**src/rtl/reaction_display.sv**
```systemverilog
// reaction_display: captures a 14-bit reaction value, converts it to four BCD
// digits with a sequential shift-add-3 engine, and scans the result onto an
// active-low, time-multiplexed 4-digit 7-segment display.
//
// Optional build macro: REACTION_DISPLAY_LZB_EN enables leading-zero blanking.
//
// state | meaning
// ------+------------------------------------------------------------
// IDLE  | waiting for load; display register holds the last result
// CONV  | shifting the captured value through the BCD accumulator
module reaction_display #(
  parameter int SCAN_DIV = 50000
) (
  input  logic        clk,
  input  logic        areset,
  input  logic [13:0] value,
  input  logic        load,
  output logic        busy,
  output logic [6:0]  seg,
  output logic [3:0]  an
);

  localparam logic [6:0] SEG_DASH  = 7'b0111111;
  localparam logic [6:0] SEG_BLANK = 7'b1111111;
  localparam logic [6:0] SEG_ZERO  = 7'b1000000;
  localparam logic [19:0] SCAN_TC  = 20'(SCAN_DIV - 1);

  typedef enum logic {IDLE, CONV} state_t;

  state_t      state, state_nxt;
  logic        capture, shift, last;
  logic [13:0] shreg;
  logic [15:0] bcd;
  logic [15:0] bcd_adj;
  logic [3:0]  iter;
  logic        ovf;
  logic        done;
  logic [15:0] disp;
  logic        disp_dash;
  logic [15:0] disp_nxt;
  logic        dash_nxt;
  logic [19:0] scan_cnt;
  logic [1:0]  dig;
  logic [1:0]  dig_nxt;
  logic        scan_tc;

  function automatic logic [15:0] add3(input logic [15:0] b);
    logic [15:0] r;
    r = b;
    for (int i = 0; i < 4; i++) begin
      if (b[4*i +: 4] >= 4'd5) r[4*i +: 4] = b[4*i +: 4] + 4'd3;
    end
    return r;
  endfunction

  function automatic logic [6:0] seg7(input logic [3:0] n);
    logic [6:0] s;
    case (n)
      4'd0:    s = 7'b1000000;
      4'd1:    s = 7'b1111001;
      4'd2:    s = 7'b0100100;
      4'd3:    s = 7'b0110000;
      4'd4:    s = 7'b0011001;
      4'd5:    s = 7'b0010010;
      4'd6:    s = 7'b0000010;
      4'd7:    s = 7'b1111000;
      4'd8:    s = 7'b0000000;
      4'd9:    s = 7'b0010000;
      default: s = SEG_BLANK;
    endcase
    return s;
  endfunction

  // Segment pattern for digit position pos of BCD word d.
  function automatic logic [6:0] digit_code(input logic [1:0] pos,
                                            input logic [15:0] d,
                                            input logic dash);
    logic [6:0] s;
    s = seg7(d[{pos, 2'b00} +: 4]);
`ifdef REACTION_DISPLAY_LZB_EN
    // A digit is blanked while it and every higher digit are zero.
    if ((pos == 2'd3 && d[15:12] == 4'd0) ||
        (pos == 2'd2 && d[15:8]  == 8'd0) ||
        (pos == 2'd1 && d[15:4]  == 12'd0))
      s = SEG_BLANK;
`endif
    if (dash) s = SEG_DASH;
    return s;
  endfunction

  assign busy    = (state == CONV);
  assign bcd_adj = add3(bcd);

  // FSM state register.
  always_ff @(posedge clk or posedge areset) begin
    if (areset) state <= IDLE;
    else        state <= state_nxt;
  end

  // Next-state logic and datapath strobes.
  always_comb begin
    state_nxt = state;
    capture   = 1'b0;
    shift     = 1'b0;
    last      = 1'b0;
    case (state)
      IDLE: begin
        if (load) begin
          capture   = 1'b1;
          state_nxt = CONV;
        end
      end
      CONV: begin
        shift = 1'b1;
        if (iter == 4'd13) begin
          last      = 1'b1;
          state_nxt = IDLE;
        end
      end
      default: state_nxt = IDLE;
    endcase
  end

  // Conversion datapath: capture, then 14 add-3-and-shift steps.
  always_ff @(posedge clk or posedge areset) begin
    if (areset) begin
      shreg <= '0;
      bcd   <= '0;
      iter  <= '0;
      ovf   <= 1'b0;
      done  <= 1'b0;
    end else begin
      done <= last;
      if (capture) begin
        shreg <= value;
        bcd   <= '0;
        iter  <= '0;
        ovf   <= (value >= 14'd10000);
      end else if (shift) begin
        bcd   <= {bcd_adj[14:0], shreg[13]};
        shreg <= {shreg[12:0], 1'b0};
        iter  <= iter + 4'd1;
      end
    end
  end

  // The display register is written only once the conversion has finished,
  // so partial results never reach the segments.
  always_ff @(posedge clk or posedge areset) begin
    if (areset) begin
      disp      <= '0;
      disp_dash <= 1'b0;
    end else if (done) begin
      disp      <= bcd;
      disp_dash <= ovf;
    end
  end

  assign disp_nxt = done ? bcd : disp;
  assign dash_nxt = done ? ovf : disp_dash;
  assign scan_tc  = (scan_cnt == SCAN_TC);
  assign dig_nxt  = dig + 2'd1;

  // Free-running digit scan; a completing write on the advance edge is
  // forwarded so the new digit shows immediately.
  always_ff @(posedge clk or posedge areset) begin
    if (areset) begin
      scan_cnt <= '0;
      dig      <= '0;
      an       <= 4'b1110;
      seg      <= SEG_ZERO;
    end else if (scan_tc) begin
      scan_cnt <= '0;
      dig      <= dig_nxt;
      an       <= ~(4'b0001 << dig_nxt);
      seg      <= digit_code(dig_nxt, disp_nxt, dash_nxt);
    end else begin
      scan_cnt <= scan_cnt + 20'd1;
    end
  end

endmodule
```
**config.mk**
```make
export PLATFORM = sky130hd
export DESIGN_NAME = reaction_display
export DESIGN_NICKNAME = d
export VERILOG_FILES = /design/src/rtl/reaction_display.sv
export SDC_FILE = /design/constraint.sdc
export NUM_CORES = 1
export LEC_CHECK = 0
export ABC_CLOCK_PERIOD_IN_PS = 2800
export CORE_ASPECT_RATIO = 0.75
export CORE_UTILIZATION = 53
export DETAILED_ROUTE_END_ITERATION = 8
export GPL_TIMING_DRIVEN = 0
export PLACE_DENSITY_LB_ADDON = 0.1
export SLEW_MARGIN = 20
export SYNTH_ARGS = -nofsm -noshare
export SYNTH_HDL_FRONTEND = slang
export SYNTH_SLANG_ARGS = --single-unit
```
**constraint.sdc**
```tcl
create_clock -name clk -period 2.8 [get_ports clk]
set_input_delay 0.56 -clock clk [delete_from_list [all_inputs] [get_ports clk]]
set_output_delay 0.56 -clock clk [all_outputs]
set_load 0.02 [all_outputs]
```
# --- Yosys cells after proc, flatten, opt, wreduce, memory -nomap -nowiden ---
# Memory sizes are Yosys's and may differ from the RTL's.
# Index checks and enable logic that the tools add are counted.
word_totals:
  latch_bits: 0
  mem_count: 1
  ramBits: 0
  output_inout_bits: 12
  romBits: 112
  ff_bits: 87
classes:
  n_mul: 0
  div_mod_pow: 0
  n_shift: 2
  n_eq_ne: 2
  addsub: 7
  order_cmp: 5
  reduce_logical: 1
  mux: 21
  bitwise_logic: 2
mem_list:
  columns: ["memory", "words", "width", "read_ports", "rd_ports_with_merged_regs", "write_ports", "line_no", "text"]
  rows:
  - ["(name not given)", 16, 7, 1, 0, 0, "58", "case (n)"]
ops:
  columns: ["op", "n"]
  rows:
  - ["16-bit two-way mux", 3]
  - ["14-bit two-way mux", 2]
  - ["20-bit by 1-bit adder with 20-bit output, second input constant", 1]
  - ["20-bit by 16-bit == test with 1-bit output, second input constant", 1]
  - ["20-bit two-way mux", 1]
  - ["4-bit two-way mux", 5]
  - ["4-bit by 3-bit greater-or-equal comparator with 1-bit output, second input constant", 4]
  - ["16-bit by 5-bit indexed part select with 4-bit output", 1]
  - ["14-bit greater-or-equal comparator, second input constant", 1]
  - ["4-bit by 2-bit adder with 4-bit output, second input constant", 3]
  - ["1-bit two-way mux", 7]
  - ["7-bit two-way mux", 1]
  - ["4-bit by 1-bit adder with 4-bit output, second input constant", 1]
  - ["4-bit == test, second input constant", 1]
  - ["4-bit inverter", 1]
  - ["1-bit by 2-bit left shift with 4-bit output, first input constant", 1]
  - ["3-bit by 2-bit adder with 3-bit output, second input constant", 1]
  - ["3-bit two-way mux", 1]
  - ["2-bit by 1-bit adder with 2-bit output, second input constant", 1]
  - ["1-bit one-hot mux with 2 select lines", 1]
  - ["2-bit nonzero test", 1]
  - ["1-bit inverter", 1]

# --- Depth between registers and ports, before layout ---
# Gate-level depths: netlist of the first run.
logic_depth:
  word_depth: 4
  ltp_mapped: 9
  ltp_nobuf: 8

# --- Worst setup path after synthesis of the first run ---
# Ideal clock, no wire load.
synth_path:
  path_type: "register to register"
  from: "register dig[0]"
  to: "register seg[0]"
  stages_incl_launch_ff: 9
  period_less_slack_ns: 2.300
  t_arrival_ns: 2.174
  n_path_buf: 1
  setup_ns: 0.126
  path_slack_ns: 0.500
  path_cell_list: "dfrtp_1 clkinv_1 ha_1 buf_4 mux4_1 mux2i_4 nor2_1 a211oi_2 o21ai_1"
synth_between:
  elab_chain_len: 4
synth_lines:
  columns: ["element", "line_no", "text"]
  rows:
  - ["start, declared", "43", "logic [1:0] dig;"]
  - ["start signal, assigned", "174", "dig <= dig_nxt;"]
  - ["2-bit by 1-bit adder with 2-bit output", "162", "assign dig_nxt = dig + 2'd1;"]
  - ["net dig_nxt[0]", "44", "logic [1:0] dig_nxt;"]
  - ["16-bit by 5-bit indexed part select with 4-bit output", "79", "s = seg7(d[{pos, 2'b00} +: 4]);"]
  - ["memory read 16 x 7 bit", null, null]
  - ["7-bit two-way mux", "87", "if (dash) s = SEG_DASH;"]
  - ["end signal, assigned", "176", "seg <= digit_code(dig_nxt, disp_nxt, dash_nxt);"]
  - ["end, declared", "19", "output logic [6:0] seg,"]
# The timed path passes the listed nets, and every way through them passes these cells.
# A chain may end at the register's enable or synchronous reset.

# --- Worst setup path in the final report of the first run ---
layout_path:
  from: "register dig[0]"
  to: "register seg[1]"
# The elaborated chain is that of the path after synthesis.

==> impl_metrics.tcl, run 1 <==
set metrics [dict create \
    dieArea_um2 8690 \
    io_pins 29 \
    die_y_um 81 \
    nNetsFinal 493 \
    setup_violations 0 \
    hold_violations 0 \
    crit_type "flop to flop" \
    p_leak_nw 2.34 \
    core_area_um2 7990 \
    synthCells 413 \
    min_path_cells 2 \
    wl_per_cell_um 15.3 \
    synth-async-reset-ratio_pct 100 \
    synth_adder_area_share_pct 5.96 \
    yosysUniqueCellTypes 43 \
    irDropWorstVdd_mv 0.400 \
    die_width_um 107 \
    yosys_warnings 0 \
    post-route-period-util_pct 90.6 \
    rsz0062_at_grt "no" \
    met1_usage_pct 32.8 \
    reg2reg_from "dig[0]" \
    crit_start "dig[0]" \
    grt_start_max_net_pins 34 \
    cp.required_ns 3.03 \
    htree_num_levels 3 \
    avgSynthCellArea_um2 10.7 \
    hold_class "flop to flop" \
    drv_slew 0 \
    synthXorXnorAreaFrac_pct 5.36 \
    outcome "completed" \
    fmax_ghz 0.394 \
    total_power_mw 4.23 \
    routed_wl_um 8660 \
    drt_iter0_markers 125 \
    floorplan.initialDensity_pct 55.2 \
    cap_viol_max_count 0 \
    synth_edf_count 0 \
    fill_cells 658 \
    place_hpwl_um 6280 \
    worstMarginPinSlew_ns 0.648 \
    drc 0 \
    cpMaxStageDelayCell "dfrtp_1" \
    clock-root-buffer "clkbuf_8" \
    cts_hold_buf 0 \
    grtUsageTotal_pct 22.4 \
    yosys.area_share.simple_pct 14.1 \
    clkSinkCount 87 \
    clk_pin_slew_ns 0.08 \
    met2_usage_pct 33.7 \
    dr.pass1.iters 4 \
    synthFlopType "dfrtp_1" \
    cpPeakStageDelay_ns 0.53 \
    synth_top_family_by_area "simple AND/OR/NAND/NOR gates" \
    grt.busiest_layer "met2" \
    overflow 0 \
    ys_ff_latch 87 \
    synthMuxAreaShare_pct 12.2 \
    clock_skew_ns 0.00833 \
    dr_total_vias 3044 \
    first_global_vias 3036 \
    synth_compound_area_share_pct 8.82 \
    gp_congestion 0.763 \
    area_delta_synth_final_pct 15.1 \
    worstRegToRegCells 9 \
    critical_path.endpoint_type "flop" \
    holdCritStartpoint "disp[13]" \
    diodes 0 \
    cp_cell_sequence "clkinvlp_4, ha_1, buf_4, mux4_1, mux2i_4, buf_12, a21oi_1, nor3_1, a21oi_1" \
    rows 28 \
    met3_usage_pct 5.30 \
    io_buffers 27 \
    max_slew_margin_pct 56.8 \
    cts_buffer_depth 2 \
    final_layout_size_suffix_gt1_share_pct 10.0 \
    syn-cell-area_um2 4410 \
    final_core_util_pct 63.6 \
    grt_first_pass_wirelength_um 14800 \
    cellPowerDensity_nw_per_um2 834 \
    viasPerCell 5.39 \
    cts_buffers 9 \
    worst_setup_path_start_kind "flop" \
    cp.arrival_ns 2.77 \
    drtAntennaViolNets 0 \
    syn_nets 451 \
    tns_ns 0 \
    seq_area_frac_synth_pct 49.5 \
    cts_tree "done" \
    worstSkewPairLatency_ns 0.35 \
    period_minus_slack_ns 2.54 \
    crit_fanout 10 \
    cpMostUsedCell "a21oi_1" \
    antenna_found_initial 0 \
]
[cells in the mapped netlist, drive strengths merged, types with 5 or more instances]
| cell | count | share of area, % |
|---|---|---|
| dfrtp | 83 | 47 |
| nand2 | 53 | 4.5 |
| o21ai | 43 | 4.9 |
| mux2i | 26 | 6.2 |
| inv | 23 | 2.0 |
| ha | 21 | 6.0 |
| nor2 | 21 | 1.8 |
| xnor2 | 19 | 3.8 |
| nand3 | 17 | 1.9 |
| buf | 10 | 1.5 |
| mux2 | 10 | 2.6 |
| o31ai | 10 | 1.8 |
| nor3 | 9 | 1.0 |
| xor2 | 8 | 1.6 |
| a21oi | 7 | 0.79 |
| mux4 | 6 | 3.4 |
| nand2b | 6 | 0.85 |
| and3 | 5 | 0.71 |
| clkbuf | 5 | 0.43 |
[metal layers]
layer	share of wire, %	routed length [µm]
met1	53	4610
met2	42	3660
met3	3.5	306
met4	0.85	74
met5	0	0
[state kept, by name, indices dropped and copies added, names as in the netlist]
signal,count
ovf,1
done,1
scan_cnt,20
shreg,14
seg,7
iter,4
disp_dash,1
dig,2
disp,16
bcd,16
an,4
busy,1
[cell type report]
type / instances / area (µm²) / area share (%)
Sequential cell: 87 / 2180 / 43.0
Multi-Input combinational cell: 286 / 2050 / 40.4
Timing Repair Buffer: 31 / 338 / 6.65
Clock buffer: 12 / 145 / 2.86
Tap cell: 105 / 131 / 2.59
Inverter: 25 / 101 / 2.00
Buffer: 15 / 83.8 / 1.65
Clock inverter: 4 / 45.0 / 0.887
[cell families (layout without fill, tap and decap cells)]
kind of cell,Yosys count,after routing
buffers and inverters,40,87
AOI/OAI and AO/OA,67,67
xor gates and xnor gates,27,27
and+or+nand+nor,129,129
DFF,87,87
muxes,42,42
adders and majority gates,21,21
[timing repair]
| action | CTS | global route |
|---|---|---|
| endpoints found under the setup margin | 0 | 7 |
| resized for setup | 0 | 1 |
| buffers inserted | 0 | 2 |
[cell usage in the layout (no fill, tap or decap), types with 3 or more instances in the layout]
| cell type | instances |
|---|---|
| clkinv_2 | 3 |
| buf_12 | 3 |
| o21ai_0 | 41 |
| a21o_1 | 4 |
| clkdlybuf4s50_1 | 27 |
| nand4_1 | 3 |
| clkbuf_8 | 10 |
| mux4_1 | 4 |
| o31ai_1 | 9 |
| mux2_2 | 9 |
| buf_1 | 4 |
| mux2i_1 | 25 |
| nand2_1 | 53 |
| nand2b_1 | 6 |
| xor2_1 | 8 |
| nor2_1 | 21 |
| and3_1 | 5 |
| ha_1 | 21 |
| nor3_1 | 9 |
| nor3b_1 | 4 |
| nand3_1 | 17 |
| buf_4 | 4 |
| a21oi_1 | 7 |
| clkbuf_1 | 7 |
| dfstp_2 | 4 |
| inv_1 | 22 |
| xnor2_1 | 19 |
| dfrtp_1 | 83 |
[path summary, 6_finish.rpt]
check / endpoint / slack (ns)
min reg2reg: disp[13] / 0.48
min: disp[13] / 0.48
max reg2reg: seg[1] / 0.26
max in group asynchronous: scan_cnt[7] / 1.41
max: seg[1] / 0.26
min in group asynchronous: disp[10] / 0.61
[metrics by stage]
stage	setup WS [ns]	instances	hold slack (ns)	area, µm²
2_1_floorplan	0.500	413	0.442	4410
3_3_place_gp	0.162	545	0.460	4820
3_5_place_dp	0.104	547	0.466	4860
4_1_cts	0.0870	563	0.484	5050
5_1_grt	0.0997	565	0.497	5080
6_report	0.262	565	0.479	5080
[where the power goes]
group          leakage, nW  total (mW)  internal [mW]  switching [mW]
registers             1.12        1.84           1.59           0.259
clock network        0.100       0.862          0.433           0.428
logic                 1.11        1.53          0.695           0.832
total                 2.34        4.23           2.71            1.52
[critical path: cells and delay by family (launching register included)]
kind / cells / cell delay, ns
compound gates: 2 / 0.16
fa+ha+maj: 1 / 0.35
buf+inv: 3 / 0.60
mux: 2 / 0.53
simple gates: 1 / 0.23
flops: 1 / 0.53
Note: power is estimated with default switching activity, not from simulation.
==> run 2: changes to the inputs <==
--- a/config.mk
+++ b/config.mk
@@ -5,9 +5,9 @@
 export SDC_FILE = /design/constraint.sdc
 export NUM_CORES = 1
 export LEC_CHECK = 0
-export ABC_CLOCK_PERIOD_IN_PS = 2800
+export ABC_CLOCK_PERIOD_IN_PS = 2400
 export CORE_ASPECT_RATIO = 0.75
-export CORE_UTILIZATION = 53
+export CORE_UTILIZATION = 59
 export DETAILED_ROUTE_END_ITERATION = 8
 export GPL_TIMING_DRIVEN = 0
 export PLACE_DENSITY_LB_ADDON = 0.1
==> constraint.sdc (replaced) <==
create_clock -name clk -period 2.4 [get_ports clk]
set_input_delay 0.48 -clock clk [delete_from_list [all_inputs] [get_ports clk]]
set_output_delay 0.48 -clock clk [all_outputs]
set_load 0.02 [all_outputs]
==> impl_metrics.tcl, run 2 (synthesis results as in run 1) <==
set metrics [dict create \
    htree_num_levels 3 \
    cellPowerDensity_nw_per_um2 995 \
    clkPwrFrac_pct 22.1 \
    tns_ns 0 \
    worstSkewPairLatency_ns 0.35 \
    cts_hold_buf 0 \
    p_int_mw 3.24 \
    dr.pass1.iters 4 \
    pwr-share-comb_pct 35.3 \
    routed_wl_um 8740 \
    wl_per_cell_um 15.7 \
    crit_fanout 10 \
    rows 26 \
    post-route-period-util_pct 91.4 \
    p_sw_mw 1.82 \
    crit_type "flop to flop" \
    setup_slack_ns 0.206 \
    drt_iter0_markers 185 \
    final_layout_size_suffix_gt1_share_pct 10.7 \
    dr_total_vias 3102 \
    fmax_ghz 0.456 \
    die_y_um 76.9 \
    finalNonFillerCells 557 \
    io_pins 29 \
    min_to "an[2]" \
    antenna_found_initial 0 \
    gp_congestion 0.799 \
    min_path_cells 2 \
    clk_pin_slew_ns 0.09 \
    holdCritStartpoint "an[2]" \
    r2r_slack_ns 0.21 \
    switching_share_pct 36.0 \
    clock-root-buffer "clkbuf_8" \
    worstMarginPinSlew_ns 0.745 \
    setup_violations 0 \
    cap_viol_max_count 0 \
    cp.arrival_ns 2.43 \
    dp_cells 540 \
    sequentialPowerShare_pct 42.7 \
    worstRegToRegCells 8 \
    top_regs "scan_cnt (20), bcd (16), disp (16)" \
    die_width_um 102 \
    diodes 0 \
    worst_setup_path_start_kind "flop" \
    hold_class "flop to flop" \
    fin_hold_ws_ns 0.481 \
    mostFrequentLayoutCells "82 x dfrtp_1, 53 x nand2_1, 41 x o21ai_0" \
    clkSinkCount 87 \
    drv_slew 0 \
    total_power_mw 5.07 \
    clock_skew_ns 0.00674 \
    rsz0062_at_grt "no" \
    cts_tree "done" \
    drtAntennaViolNets 0 \
    io_buffers 27 \
    grt_first_pass_wirelength_um 14800 \
    core_area_um2 7030 \
    grtUsageTotal_pct 24.9 \
    p_leak_nw 2.34 \
    floorplan.initialDensity_pct 62.8 \
    hold_violations 0 \
    dieArea_um2 7830 \
    outcome "completed" \
    final_common_cell "dfrtp_1" \
    area_delta_synth_final_pct 15.5 \
    cts_buffer_depth 2 \
    cp.required_ns 2.63 \
    grt_start_max_net_pins 34 \
    overflow 0 \
    cts_buffers 9 \
    max_slew_margin_pct 50.2 \
    drc 0 \
    largest_reg_flops 20 \
    period_minus_slack_ns 2.19 \
    reg2reg_from "done" \
    irDropWorstVdd_mv 0.426 \
    place_hpwl_um 6360 \
    viasPerCell 5.57 \
    post-place-ws_ns -0.247 \
    first_global_vias 2981 \
    critical_path.endpoint_type "flop" \
    nNetsFinal 492 \
    r2r-end "seg[3]" \
    top_register "scan_cnt" \
]
[run 2: cell count changes in the layout (fill, tap and decap cells not counted), sizes merged]
| cell | delta |
|---|---|
| buf | -1 |
| bufinv | +1 |
| clkbuf | -3 |
| clkinv | -1 |
| inv | +3 |
[run 2: timing repair]
action                                  in CTS  in global routing
endpoints found under the setup margin       7                  4
hold endpoints to repair                     0                  0
resized for setup                            2                  2
pin swaps                                    0                  0
setup buffers                                1                  0
[run 2: routing by layer]
metal,up-vias,routed length [µm],track usage (%)
met5,-,0,0
met4,0,29,7.00
met3,2,418,6.29
met2,65,4000,36.8
met1,1524,4290,36.5
li1,1511,-,-
[run 2: final cells by class]
cell class                 count  area, µm²
clock inverter                 7       95.1
sequential                    87       2180
buffer                        15       83.8
clock buffer                   9        124
tap                           98        123
inverter                      25        100
fill                         534       1930
timing repair buffer          30        330
multi-input combinational    286       2060
[run 2: how the worst max path moves through the flow]
stage / startpoint / to / slack [ns] / cells after the start
CTS: dig[0] / seg[3] / 0.08 / 9
detailed placement: dig[0] / seg[0] / -0.25 / 8
floorplan: dig[0] / seg[0] / 0.10 / 8
global placement: dig[0] / seg[5] / -0.20 / 8
finish: done / seg[3] / 0.21 / 8
global route: scan_cnt[7] / an[3] / 0.04 / 4
[run 2: metrics by stage]
stage	utilization, %	instance area [µm²]
floorplan	-	4410
global placement	68.4	4810
detailed placement	69.0	4850
CTS	72.4	5090
global route	72.5	5090
finish	72.5	5090
[run 2: power groups by stage]
stage          Combinational (mW)  Sequential [mW]  Clock, mW
2_1_floorplan                1.34             2.08          0
3_3_place_gp                 1.62             2.16          0
3_5_place_dp                 1.74             2.18          0
4_1_cts                      1.79             2.16       1.14
5_1_grt                      2.01             2.21       1.21
6_report                     1.79             2.16       1.12
[run 2: critical path: stages, from the launching register on]
cell,delay (ns)
dfrtp_1,0.42
buf_6,0.19
buf_6,0.18
mux2i_1,0.30
mux4_2,0.35
inv_1,0.10
ha_1,0.20
a211oi_2,0.23
o21ai_1,0.10
